`src/rtl/vend_dispense_ctrl.sv`:
```
// Purpose : queues drink/change orders from the vending FSM and sequences the dispense actuators.
// Latency : an order pushed into an empty queue while idle starts its motor on the next edge.
// Backpressure: none upstream; an order arriving at a full queue is dropped, pulsed and counted.

// Purpose : generic single-clock FIFO with wrap-around pointers and a separate occupancy count.
// Latency : pushed data is readable at the head one edge after the push; the head is combinational.
// Backpressure: none internally; the caller must not push when full (unless popping) or pop when empty.
module vend_job_fifo #(
   parameter int WIDTH  = 2,
   parameter int DEPTH  = 4,
   parameter int ADDR_W = 2
) (
   input  logic              clk,
   input  logic              rst_n,
   input  logic              push,
   input  logic [WIDTH-1:0]  push_dat,
   input  logic              pop,
   output logic [WIDTH-1:0]  pop_dat,
   output logic [ADDR_W:0]   level
);

   localparam logic [ADDR_W:0]   LVL_ONE = 1;
   localparam logic [ADDR_W-1:0] PTR_ONE = 1;

   logic [WIDTH-1:0]  mem [DEPTH];
   logic [ADDR_W-1:0] wr_ptr;
   logic [ADDR_W-1:0] rd_ptr;

   assign pop_dat = mem[rd_ptr];

   // Storage array: written on push, no reset needed since occupancy gates every read.
   always_ff @(posedge clk) begin
      if (push) begin
         mem[wr_ptr] <= push_dat;
      end
   end

   // Pointers and occupancy; simultaneous push and pop leave the level unchanged.
   always_ff @(posedge clk or negedge rst_n) begin
      if (!rst_n) begin
         wr_ptr <= '0;
         rd_ptr <= '0;
         level  <= '0;
      end else begin
         if (push) begin
            wr_ptr <= wr_ptr + PTR_ONE;
         end
         if (pop) begin
            rd_ptr <= rd_ptr + PTR_ONE;
         end
         case ({push, pop})
            2'b10:   level <= level + LVL_ONE;
            2'b01:   level <= level - LVL_ONE;
            default: level <= level;
         endcase
      end
   end

endmodule

// Purpose : dispense sequencer: one job at a time through VEND, optional EJECT, then a settle GAP.
// Latency : motor rises one edge after the pop; drink VEND_CYC, eject EJECT_CYC, settle GAP_CYC cycles.
// Backpressure: upstream never stalls; jobs beyond DEPTH are dropped with an overflow pulse.
module vend_dispense_ctrl #(
   parameter int DEPTH     = 4,
   parameter int ADDR_W    = 2,
   parameter int VEND_CYC  = 8,
   parameter int EJECT_CYC = 4,
   parameter int GAP_CYC   = 2
) (
   input  logic              clk,
   input  logic              rst_n,
   input  logic [1:0]        drinks_in,
   input  logic              change_in,
   output logic              motor_a,
   output logic              motor_b,
   output logic              coin_eject,
   output logic              busy,
   output logic [ADDR_W:0]   q_level,
   output logic              overflow,
   output logic [7:0]        drop_cnt
);

   // Timer only ever holds (longest phase - 1), so log2 of the longest phase is enough.
   localparam int T_VE   = (VEND_CYC > EJECT_CYC) ? VEND_CYC : EJECT_CYC;
   localparam int T_MAX  = (T_VE > GAP_CYC) ? T_VE : GAP_CYC;
   localparam int TMR_W  = (T_MAX > 1) ? $clog2(T_MAX) : 1;

   localparam logic [ADDR_W:0] LVL_FULL = (ADDR_W+1)'(DEPTH);
   localparam logic [TMR_W-1:0] TMR_ONE = 1;
   localparam logic [TMR_W-1:0] TMR_VEND  = TMR_W'(VEND_CYC - 1);
   localparam logic [TMR_W-1:0] TMR_EJECT = TMR_W'(EJECT_CYC - 1);
   localparam logic [TMR_W-1:0] TMR_GAP   = TMR_W'(GAP_CYC - 1);

   typedef enum logic [1:0] {
      S_IDLE  = 2'd0,
      S_VEND  = 2'd1,
      S_EJECT = 2'd2,
      S_GAP   = 2'd3
   } state_t;

   state_t           state;
   logic [TMR_W-1:0] timer;
   logic             job_type;    // 0 = 5$ drink (motor_a), 1 = 10$ drink (motor_b)
   logic             job_chg;     // change owed after the drink

   logic             push_req;
   logic             push_ok;
   logic             gap_done;
   logic             pop;
   logic [1:0]       head;

   // Only codes 1 and 2 are orders; 0 and the illegal 3 are ignored together with change_in.
   assign push_req = (drinks_in == 2'd1) || (drinks_in == 2'd2);

   // The last GAP cycle behaves as IDLE so back-to-back jobs run at VEND+GAP spacing.
   assign gap_done = (state == S_GAP) && (timer == '0);
   assign pop      = ((state == S_IDLE) || gap_done) && (q_level != '0);

   // A full queue still accepts an order on the edge that frees a slot.
   assign push_ok  = push_req && ((q_level < LVL_FULL) || pop);

   vend_job_fifo #(
      .WIDTH  (2),
      .DEPTH  (DEPTH),
      .ADDR_W (ADDR_W)
   ) u_job_fifo (
      .clk      (clk),
      .rst_n    (rst_n),
      .push     (push_ok),
      .push_dat ({drinks_in[1], change_in}),
      .pop      (pop),
      .pop_dat  (head),
      .level    (q_level)
   );

   // Drop reporting: one-cycle overflow pulse and a saturating drop counter.
   always_ff @(posedge clk or negedge rst_n) begin
      if (!rst_n) begin
         overflow <= 1'b0;
         drop_cnt <= 8'd0;
      end else begin
         overflow <= push_req && !push_ok;
         if (push_req && !push_ok && (drop_cnt != 8'hFF)) begin
            drop_cnt <= drop_cnt + 8'd1;
         end
      end
   end

   // Dispense FSM; actuator and busy outputs are registered from the state being entered.
   always_ff @(posedge clk or negedge rst_n) begin
      if (!rst_n) begin
         state      <= S_IDLE;
         timer      <= '0;
         job_type   <= 1'b0;
         job_chg    <= 1'b0;
         motor_a    <= 1'b0;
         motor_b    <= 1'b0;
         coin_eject <= 1'b0;
         busy       <= 1'b0;
      end else begin
         case (state)
            S_IDLE, S_GAP: begin
               if ((state == S_GAP) && (timer != '0)) begin
                  timer <= timer - TMR_ONE;
               end else if (pop) begin
                  state      <= S_VEND;
                  timer      <= TMR_VEND;
                  job_type   <= head[1];
                  job_chg    <= head[0];
                  motor_a    <= ~head[1];
                  motor_b    <= head[1];
                  coin_eject <= 1'b0;
                  busy       <= 1'b1;
               end else begin
                  state      <= S_IDLE;
                  motor_a    <= 1'b0;
                  motor_b    <= 1'b0;
                  coin_eject <= 1'b0;
                  busy       <= 1'b0;
               end
            end
            S_VEND: begin
               if (timer != '0) begin
                  timer   <= timer - TMR_ONE;
                  motor_a <= ~job_type;
                  motor_b <= job_type;
               end else if (job_chg) begin
                  state      <= S_EJECT;
                  timer      <= TMR_EJECT;
                  motor_a    <= 1'b0;
                  motor_b    <= 1'b0;
                  coin_eject <= 1'b1;
               end else begin
                  state      <= S_GAP;
                  timer      <= TMR_GAP;
                  motor_a    <= 1'b0;
                  motor_b    <= 1'b0;
                  coin_eject <= 1'b0;
               end
            end
            S_EJECT: begin
               if (timer != '0) begin
                  timer <= timer - TMR_ONE;
               end else begin
                  state      <= S_GAP;
                  timer      <= TMR_GAP;
                  coin_eject <= 1'b0;
               end
            end
            default: begin
               state      <= S_IDLE;
               motor_a    <= 1'b0;
               motor_b    <= 1'b0;
               coin_eject <= 1'b0;
               busy       <= 1'b0;
            end
         endcase
      end
   end

endmodule
```
`config.mk`:
```
export PLATFORM = sky130hd
export DESIGN_NAME = vend_dispense_ctrl
export DESIGN_NICKNAME = d
export VERILOG_FILES = /design/src/rtl/vend_dispense_ctrl.sv
export SDC_FILE = /design/constraint.sdc
export NUM_CORES = 1
export LEC_CHECK = 0
export CORE_UTILIZATION = 50
export CTS_BUF_LIST = sky130_fd_sc_hd__clkbuf_8
export DETAILED_ROUTE_END_ITERATION = 6
export DONT_BUFFER_PORTS = 1
export PLACE_DENSITY = 0.73
export SLEW_MARGIN = 30
export SYNTH_ARGS = -nofsm -noshare
export SYNTH_HDL_FRONTEND = slang
export SYNTH_HIERARCHICAL = 1
export SYNTH_SLANG_ARGS = --single-unit
```
`constraint.sdc`:
```
create_clock -name clk -period 2.3 [get_ports clk]
set_input_delay 0.46 -clock clk [delete_from_list [all_inputs] [get_ports clk]]
set_output_delay 0.46 -clock clk [all_outputs]
set_load 0.005 [all_outputs]
```
### Word-level counts from Yosys, hierarchy flattened

Memories as Yosys holds them, arrays and structs flattened.
Index checks and enable logic that the tools add are counted.

* shift-type cells: 0
* equality and inequality tests: 12
* order comparisons: 1
* muxes and demuxes: 29
* reductions and logical operators: 21
* add/sub/neg operators: 6
* bitwise gates (word level): 3
* divide/modulo/power cells: 0
* multipliers: 0

Operators by type and width (count)
* 1-bit 2-to-1 mux: 15
* 3-bit 2-to-1 mux: 4
* 3-bit one-hot mux with 3 select lines: 1
* 8-bit by 1-bit adder with 8-bit output (second input constant): 1
* 2-bit equality test (second input constant): 4
* 2-bit 2-to-1 mux: 4
* 8-bit inequality test (second input constant): 1
* 2-bit by 1-bit equality test with 1-bit output (second input constant): 3
* 1-bit logical AND: 6
* 2-bit inequality test (second input constant): 3
* 2-bit one-hot mux with 3 select lines: 1
* 3-bit one-hot mux with 2 select lines: 1
* 3-bit AND reduction: 2
* 3-bit nonzero test: 2
* 3-bit by 1-bit subtractor with 3-bit output (second input constant): 2
* 2-bit by 1-bit adder with 2-bit output (second input constant): 2
* 1-bit one-hot mux with 2 select lines: 2
* 2-bit AND reduction: 2
* 2-bit nonzero test: 2
* 3-bit by 1-bit adder with 3-bit output (second input constant): 1
* 3-bit zero test: 1
* 1-bit logical OR: 3
* 3-bit less-than comparator (second input constant): 1
* 3-bit inequality test (second input constant): 1
* other kinds (5): 7

* memories kept: 1
* logic and storage cells: 86
* memory bits (read-only): 0
* register bits: 27
* memory bits (writable): 8
* output and inout port bits: 16
* bits in latches: 0

Memory list
* u_job_fifo.mem: depth 4, bits a word 2, read ports 1, clocked after Yosys merged registers in 0, wr ports 1, line 25 `logic [WIDTH-1:0] mem [DEPTH];`

### Longest topological paths before layout

Gate-level depths: netlist (run 1).

* depth after elaboration: 9
* gate-level depth with buffers: 13
* mapped depth without buffers: 12

### Cells and area by module

The synthesis (run 1) kept the hierarchy.

By module, submodules not included
* vend_dispense_ctrl: cells an instance 125, seq. area each 500.5 um2, instances 1, area an instance 1176.1 um2
* vend_job_fifo: cells an instance 44, seq. area each 415.4 um2, instances 1, area an instance 676.9 um2

### Least setup slack after synthesis (run 1)

No wires, ideal clock.

* path kind: reg2reg
* start point: register state[0]
* end point: register u_job_fifo.level[2]
* data arrival time: 2.289 ns
* stages on the path, launching flop included: 13
* path buffers: 1
* path slack: -0.068 ns
* clock period less this slack: 2.368 ns
* cells stage by stage: dfrtp_1 -> ha_1 -> and3b_1 -> buf_2 -> nor3b_1 -> nor2_1 -> inv_1 -> ha_1 -> inv_1 -> fa_1 -> xor2_1 -> nor2_1 -> xor2_1

* longest elaborated chain between the ends: 8

Ends and longest elaborated chain
* from (decl): line 102 `state_t state;`
* from (signal assigned): line 153 `state <= S_IDLE;`
* from (signal assigned): line 167 `state <= S_VEND;`
* from (signal assigned): line 176 `state <= S_IDLE;`
* 2-bit equality test: line 117 `assign gap_done = (state == S_GAP) && (timer == '0);`
* 1-bit logical AND: line 117
* 1-bit logical OR *: line 118 `assign pop = ((state == S_IDLE) || gap_done) && (q_level != '0);`
* 1-bit logical AND *: line 118
* 1-bit logical OR *: line 121 `assign push_ok = push_req && ((q_level < LVL_FULL) || pop);`
* 1-bit logical AND *: line 121
* named net push_ok: line 108 `logic push_ok;`
* 2-bit by 1-bit equality test with 1-bit output or 2-bit equality test (tied branches): line 51 `case ({push, pop})`
* 3-bit one-hot mux with 2 select lines or 2-bit nonzero test (tied branches)
* to (signal assigned): line 52 `2'b10: level <= level + LVL_ONE;`
* to (signal assigned): line 53 `2'b01: level <= level - LVL_ONE;`
* to (signal assigned): line 54 `default: level <= level;`
* to (decl): line 19 `output logic [ADDR_W:0] level`

Mark *: on every way through the listed nets, which the timed path passes. The rest lies on a longest branch.
A chain may end at the register's enable or synchronous reset.

### Worst setup path after layout (run 1)

* start point: register timer[1]
* end point: register u_job_fifo.level[2]

* longest elaborated chain between the ends: 8

Ends and longest elaborated chain
* from (decl): line 103 `logic [TMR_W-1:0] timer;`
* from (signal assigned): line 165 `timer <= timer - TMR_ONE;`
* from (signal assigned): line 185 `timer <= timer - TMR_ONE;`
* from (signal assigned): line 204 `timer <= timer - TMR_ONE;`
* 3-bit zero test *: line 117
* 1-bit logical AND *: line 117
* 1-bit logical OR *: line 118
* 1-bit logical AND *: line 118
* 1-bit logical OR *: line 121
* 1-bit logical AND *: line 121
* named net push_ok: line 108
* 2-bit by 1-bit equality test with 1-bit output or 2-bit equality test (tied branches): line 51
* 3-bit one-hot mux with 2 select lines or 2-bit nonzero test (tied branches)

Marks and branches as above.

==> metrics.yaml, run 1 <==
global_routing:
  grt_pass1_vias: 1394
  overflow: 0
  grt_usage_pct: 20.8
  grt_max_degree: 28
  antenna_found_initial: 0
  grt_pass1_wl_mm: 6.32
pwr:
  powerDensity_nw_per_um2: 1390
  p_leak_nw: 0.968
  power_mw: 3.01
  peakVddDrop_uv: 834
worst_setup_path:
  rrSetupSlack_ns: 0.04
  cp_max_fo: 3
  crit_path_top_delay_cell: "dfrtp_1"
  worstSetupStartpointType: "register"
  path_cells: "inv_2, ha_2, and3b_2, nor3b_2, nor2_2, inv_1, ha_2, inv_2, fa_2, xor2_1, nor2_1, xor2_1"
  r2r_cells: 12
  crit_family: "adder cells"
  r2r-start: "timer[1]"
  cp.buffers_inverters: 3
  rr_endpoint: "u_job_fifo/level[2]"
  criticalPathCategory: "reg2reg"
  cp-end-kind: "register"
  worstSetupStartpoint: "timer[1]"
  arrival_ns: 2.45
  crit_required_ns: 2.49
  slowest_delay_ns: 0.38
logic_synthesis:
  yosys_warnings: 6
  synth_flop_cell: "dfrtp_1"
  synth.avg_cell_area_um2: 11.0
  synth_fp_nets: 187
  synthArstFlopShare_pct: 77.1
  ys_seq_elements: 35
  yosys.cell_types.count: 42
  synth_edf_count: 8
  seq_area_frac_synth_pct: 49.4
  netlist_instances: 169
  syn_area_um2: 1850
cts:
  worstSkewPairLatency_ns: 0.28
  htree_levels: 2
  cts_max_path_buffers: 2
  cts_sinks: 35
  cts_made_buffers: 5
  clockRootBuffer: "clkbuf_8"
  path_clk_slew_ns: 0.06
  tritoncts: "built"
drt:
  drt_iter0_drc: 80
  viasPerCell: 5.63
  ant_nets: 0
  vias: 1335
  avgRoutedWirePerCell_um: 15.7
  drc_errors: 0
  drt_first_pass_iters: 4
  routed_wl_mm: 3.73
sta:
  setup_violations: 0
  slew_headroom_pct: 77.4
  final_max_slew_viol_count: 0
  finalWorstSetupSlack_ns: 0.0415
  min_period_ns: 2.26
  setup_tns_ns: 0
  rsz0062_at_grt: "yes"
  fmax_ghz: 0.443
  hold_slack_ns: 0.274
  period_share_pct: 98.2
  worst_pin_slew_ns: 0.337
  hold_viol_final: 0
  finClkSkew_ns: 0.00542
worst_hold_path:
  hold_class: "in2reg"
  hold_path_end: "u_job_fifo/mem[1][0]"
  worst_hold_startpoint: "change_in"
  min_path_cells: 0
floorplanning:
  die_h_um: 62.9
  placement_rows: 21
  die_w_um: 62.9
  start_util_pct: 53.8
  fp.coreArea_um2: 3440
  ios: 21
  die_area_um2: 3950
place:
  place_ws_ns: -0.125
  place_inst: 217
  port-buffer-count: 0
  placed_cell_area_um2: 1950
  dp.final_hpwl_mm: 2.58
  gp_congestion: 0.816
layout:
  insertedDiodeCount: 0
  multi_input_area_um2: 898
  layoutNonFillerInstCount: 237
  final_common_cell: "dfrtp_1"
  syn_to_final_growth_pct: 17.1
  fillers: 292
  stdcell_area_um2: 2170
  layout_common_cells: "27 x dfrtp_1, 16 x buf_4, 13 x nor2_1, 13 x inv_1, 13 x nand2_1"
  nets: 208
  final_core_util_pct: 63.0
  regArea_um2: 916
  drive_above_1_share_pct: 20.4
flow_run:
  drv_cap: 0
run_status:
  status: "completed"
-- cell usage after synthesis (2+ instances only) --
cell / n / share of area [%]
dfrtp_1: 27 / 36
inv_1: 14 / 2.8
nor2_1: 14 / 2.8
nand2_1: 13 / 2.6
ha_1: 12 / 8.1
xor2_1: 9 / 4.3
edfxtp_1: 8 / 13
o21ai_0: 7 / 1.9
a21oi_1: 5 / 1.4
and2_1: 5 / 1.7
nand3_1: 5 / 1.4
nor3_1: 4 / 1.1
clkbuf_1: 3 / 0.61
nor2b_1: 3 / 1.0
o31ai_1: 3 / 1.2
xnor2_1: 3 / 1.4
a22oi_1: 2 / 0.81
a2bb2oi_1: 2 / 0.95
buf_2: 2 / 0.54
mux2_2: 2 / 1.2
mux4_1: 2 / 2.8
nand2b_1: 2 / 0.68
nor4_2: 2 / 1.4
o221ai_1: 2 / 0.95
-- worst register-to-register path, delay by kind of cell (launching register included) --
family / cells / cell delay, ns
and+or+nand+nor: 4 / 0.61
buffers and inverters: 3 / 0.16
DFF: 1 / 0.38
xor gates and xnor gates: 2 / 0.33
adders and majority gates: 3 / 0.69
-- state kept, by name, summed over array words and instances (netlist names), 2 cells and up --
register	cells
u_job_fifo/level	3
u_job_fifo/rd_ptr	2
state	2
u_job_fifo/mem	8
u_job_fifo/wr_ptr	2
drop_cnt	8
timer	3
-- where the power goes --
part / total (mW) / switching, mW / internal (mW)
Combinational: 1.49 / 0.780 / 0.714
Clock: 0.406 / 0.205 / 0.202
Sequential: 1.11 / 0.230 / 0.878
-- timing repair --
item,in CTS,in global routing
gates resized for setup,5,5
buffers inserted,9,1
pin swaps,8,3
hold buffers,2,0
endpoints found under the setup margin,1,4
endpoints found under the hold margin,27,0
-- final cells by class --
type / instances / area share [%]
sequential: 35 / 42.2
multi-input combinational: 114 / 41.4
timing repair buffer: 19 / 7.44
clock buffer: 5 / 3.17
tap: 46 / 2.65
inverter: 15 / 2.60
clock inverter: 3 / 0.519
-- metal layers --
metal | up-vias | share of wire (%) | global-route usage (%)
li1 | 631 | - | -
met1 | 667 | 43 | 25.7
met2 | 26 | 51 | 34.0
met3 | 11 | 3.2 | 4.01
met4 | 0 | 2.7 | 11.3
met5 | - | 0 | 0
-- worst max path at each step --
stage	end	slack, ns	depth (start not counted)
2_1_floorplan	u_job_fifo/level[2]	0.02	13
3_3_place_gp	u_job_fifo/level[2]	0.08	12
3_5_place_dp	u_job_fifo/level[2]	-0.12	12
4_1_cts	u_job_fifo/level[2]	0.00006	11
5_1_grt	u_job_fifo/level[2]	-0.06	12
6_report	u_job_fifo/level[2]	0.04	12
-- cell families (layout without fill, tap and decap cells) --
| logic type | count (synthesis) | count (layout) | synth area share, % |
|---|---|---|---|
| DFF | 35 | 35 | 49.4 |
| adders and majority gates | 13 | 13 | 9.18 |
| xor gates and xnor gates | 12 | 12 | 5.67 |
| muxes | 6 | 6 | 5.20 |
| buffers and inverters | 20 | 42 | 4.19 |
| and+or+nand+nor | 56 | 56 | 16.2 |
| AOI/OAI and AO/OA | 27 | 27 | 10.1 |
No activity file was read; power rests on OpenSTA's default activity.
==> run 2: changes to the inputs <==
TNS_END_PERCENT = 10   (was not set)
==> run 2 against run 1 <==
Against the previous run:
- routed wire length increased by 0.19%
- final area increased by 0.46%
- total power increased by 0.57%
- hold slack got worse by 0.00080 ns
- non-clock buffer count unchanged
- global-route usage unchanged
- largest cell class unchanged
- clock-buffer cell count unchanged
- critical path type unchanged
==> metrics.yaml, run 2 (synthesis gave the netlist of run 1 again) <==
worst_setup_path:
  criticalPathCategory: "reg2reg"
  cp-end-kind: "register"
  arrival_ns: 2.46  # about the same
  cp_max_fo: 3  # unchanged
  crit_required_ns: 2.50  # about the same
  worstSetupStartpointType: "register"
global_routing:
  grt_pass1_wl_mm: 6.32  # unchanged
  grt_usage_pct: 20.8  # unchanged
  grt_max_degree: 28  # unchanged
  grt_pass1_vias: 1394  # unchanged
  antenna_found_initial: 0  # unchanged
  overflow: 0  # unchanged
sta:
  worst_pin_slew_ns: 0.333  # -0.00407 ns
  slew_headroom_pct: 77.6  # +0.27 points
  min_period_ns: 2.26  # +0.00134 ns
  finClkSkew_ns: 0.00590  # +0.000482 ns
  hold_viol_final: 0  # unchanged
  fmax_ghz: 0.443  # about the same
  period_share_pct: 98.3  # about the same
  final_max_slew_viol_count: 0  # unchanged
  setup_violations: 0  # unchanged
  rsz0062_at_grt: "yes"
  finalWorstSetupSlack_ns: 0.0402  # -0.00134 ns
cts:
  cts_max_path_buffers: 2  # unchanged
  worstSkewPairLatency_ns: 0.28  # about the same
  htree_levels: 2  # unchanged
  clockRootBuffer: "clkbuf_8"
  tritoncts: "built"
  path_clk_slew_ns: 0.07  # about the same
  cts_sinks: 35  # unchanged
  cts_made_buffers: 5  # unchanged
layout:
  layout_common_cells: "27 x dfrtp_1, 16 x buf_4, 13 x nor2_1, 13 x inv_1, 13 x nand2_1"
  syn_to_final_growth_pct: 17.6
  reg_top3: "drop_cnt (8), u_job_fifo/mem (8)"
  final_core_util_pct: 63.3  # +0.29 points
  nets: 208  # unchanged
  drive_above_1_share_pct: 20.4  # unchanged
  insertedDiodeCount: 0  # unchanged
  final_common_cell: "dfrtp_1"
  fillers: 293  # +0.34%
floorplanning:
  fp.coreArea_um2: 3440  # unchanged
  die_w_um: 62.9  # unchanged
  start_util_pct: 53.8  # unchanged
  die_area_um2: 3950  # unchanged
  die_h_um: 62.9  # unchanged
  placement_rows: 21  # unchanged
  ios: 21  # unchanged
drt:
  viasPerCell: 5.57  # -1.2%
  drc_errors: 0  # unchanged
  drt_first_pass_iters: 4  # unchanged
  ant_nets: 0  # unchanged
  vias: 1319  # -1.2%
  drt_iter0_drc: 75  # -6.3%
  routed_wl_mm: 3.73  # +0.19%
  avgRoutedWirePerCell_um: 15.8  # +0.19%
place:
  place_ws_ns: -0.125  # unchanged
  dp.final_hpwl_mm: 2.58  # unchanged
  port-buffer-count: 0  # unchanged
  gp_congestion: 0.816  # unchanged
worst_hold_path:
  hold_class: "in2reg"
run_status:
  status: "completed"
pwr:
  p_leak_nw: 0.969  # +0.16%
  power_mw: 3.03  # +0.57%
  powerDensity_nw_per_um2: 1390  # +0.10%
  peakVddDrop_uv: 830  # -0.40%
flow_run:
  drv_cap: 0  # unchanged
[run 2: cell counts in the layout (fill, tap and decap cells not counted)]
Identical to the previous run, type by type.
[run 2: cell type report]
| cell class | instances | area (µm²) | area share, % |
|---|---|---|---|
| inverter | 15 | 56.3 | 2.58 |
| timing repair buffer | 19 | 161 | 7.41 |
| tap | 46 | 57.6 | 2.64 |
| clock buffer | 5 | 68.8 | 3.16 |
| sequential | 35 | 916 | 42.0 |
| multi-input combinational | 114 | 908 | 41.7 |
| clock inverter | 3 | 11.3 | 0.517 |
[run 2: critical path, cell delays in order (launching register included)]
cell     delay [ns]
dfrtp_1        0.38
ha_2           0.20
and3b_2        0.24
nor3b_2        0.21
nor2_2         0.06
inv_1          0.06
ha_2           0.18
inv_2          0.04
fa_2           0.33
xor2_1         0.14
nor2_1         0.12
xor2_1         0.19
[run 2: worst paths after layout]
kind,startpoint,to,slack (ns),depth (start not counted)
min in group asynchronous,rst_n,state[0],0.61,2
worst min register to register,u_job_fifo/rd_ptr[1],u_job_fifo/rd_ptr[1],0.51,1
worst min-delay path,drinks_in[1],u_job_fifo/mem[1][1],0.27,0
worst max-delay path,state[1],u_job_fifo/level[2],0.04,11
max in group asynchronous,rst_n,u_job_fifo/wr_ptr[1],1.53,2
worst max register to register,state[1],u_job_fifo/level[2],0.04,11
[run 2: repair_timing]
item,4_1_cts,5_1_grt
hold buffers,2,0
endpoints found under the hold margin,27,0
setup endpoints to repair,1,4
buffers inserted,9,1
resized for setup,5,6
pin swaps,8,3
[run 2: metrics by stage]
| stage | instances | hold slack, ns | setup TNS (ns) | area (µm²) |
|---|---|---|---|---|
| after detailed placement | 217 | 0.165 | -0.125 | 1950 |
| after global placement | 217 | 0.165 | 0 | 1950 |
| after floorplan | 169 | 0.164 | 0 | 1860 |
| after global routing | 237 | 0.260 | -0.0552 | 2180 |
| after CTS | 236 | 0.264 | 0 | 2140 |
| final | 237 | 0.273 | 0 | 2180 |
[run 2: layer usage]
| layer | wire length, µm | GRT usage, % |
|---|---|---|
| met1 | 1590 | 25.7 |
| met2 | 1900 | 34.0 |
| met3 | 103 | 4.01 |
| met4 | 132 | 11.3 |
| met5 | 0 | 0 |
[run 2: report_power, final]
group          internal [mW]  leakage [nW]  switching (mW)
logic                  0.725         0.521           0.786
registers              0.878         0.404           0.229
clock network          0.202        0.0444           0.207
==> run 3: changes to the inputs <==
ABC_CLOCK_PERIOD_IN_PS = 2300   (was not set)
==> results of run 3 <==
Final layout, timing and power as in run 2 (identical DEF).
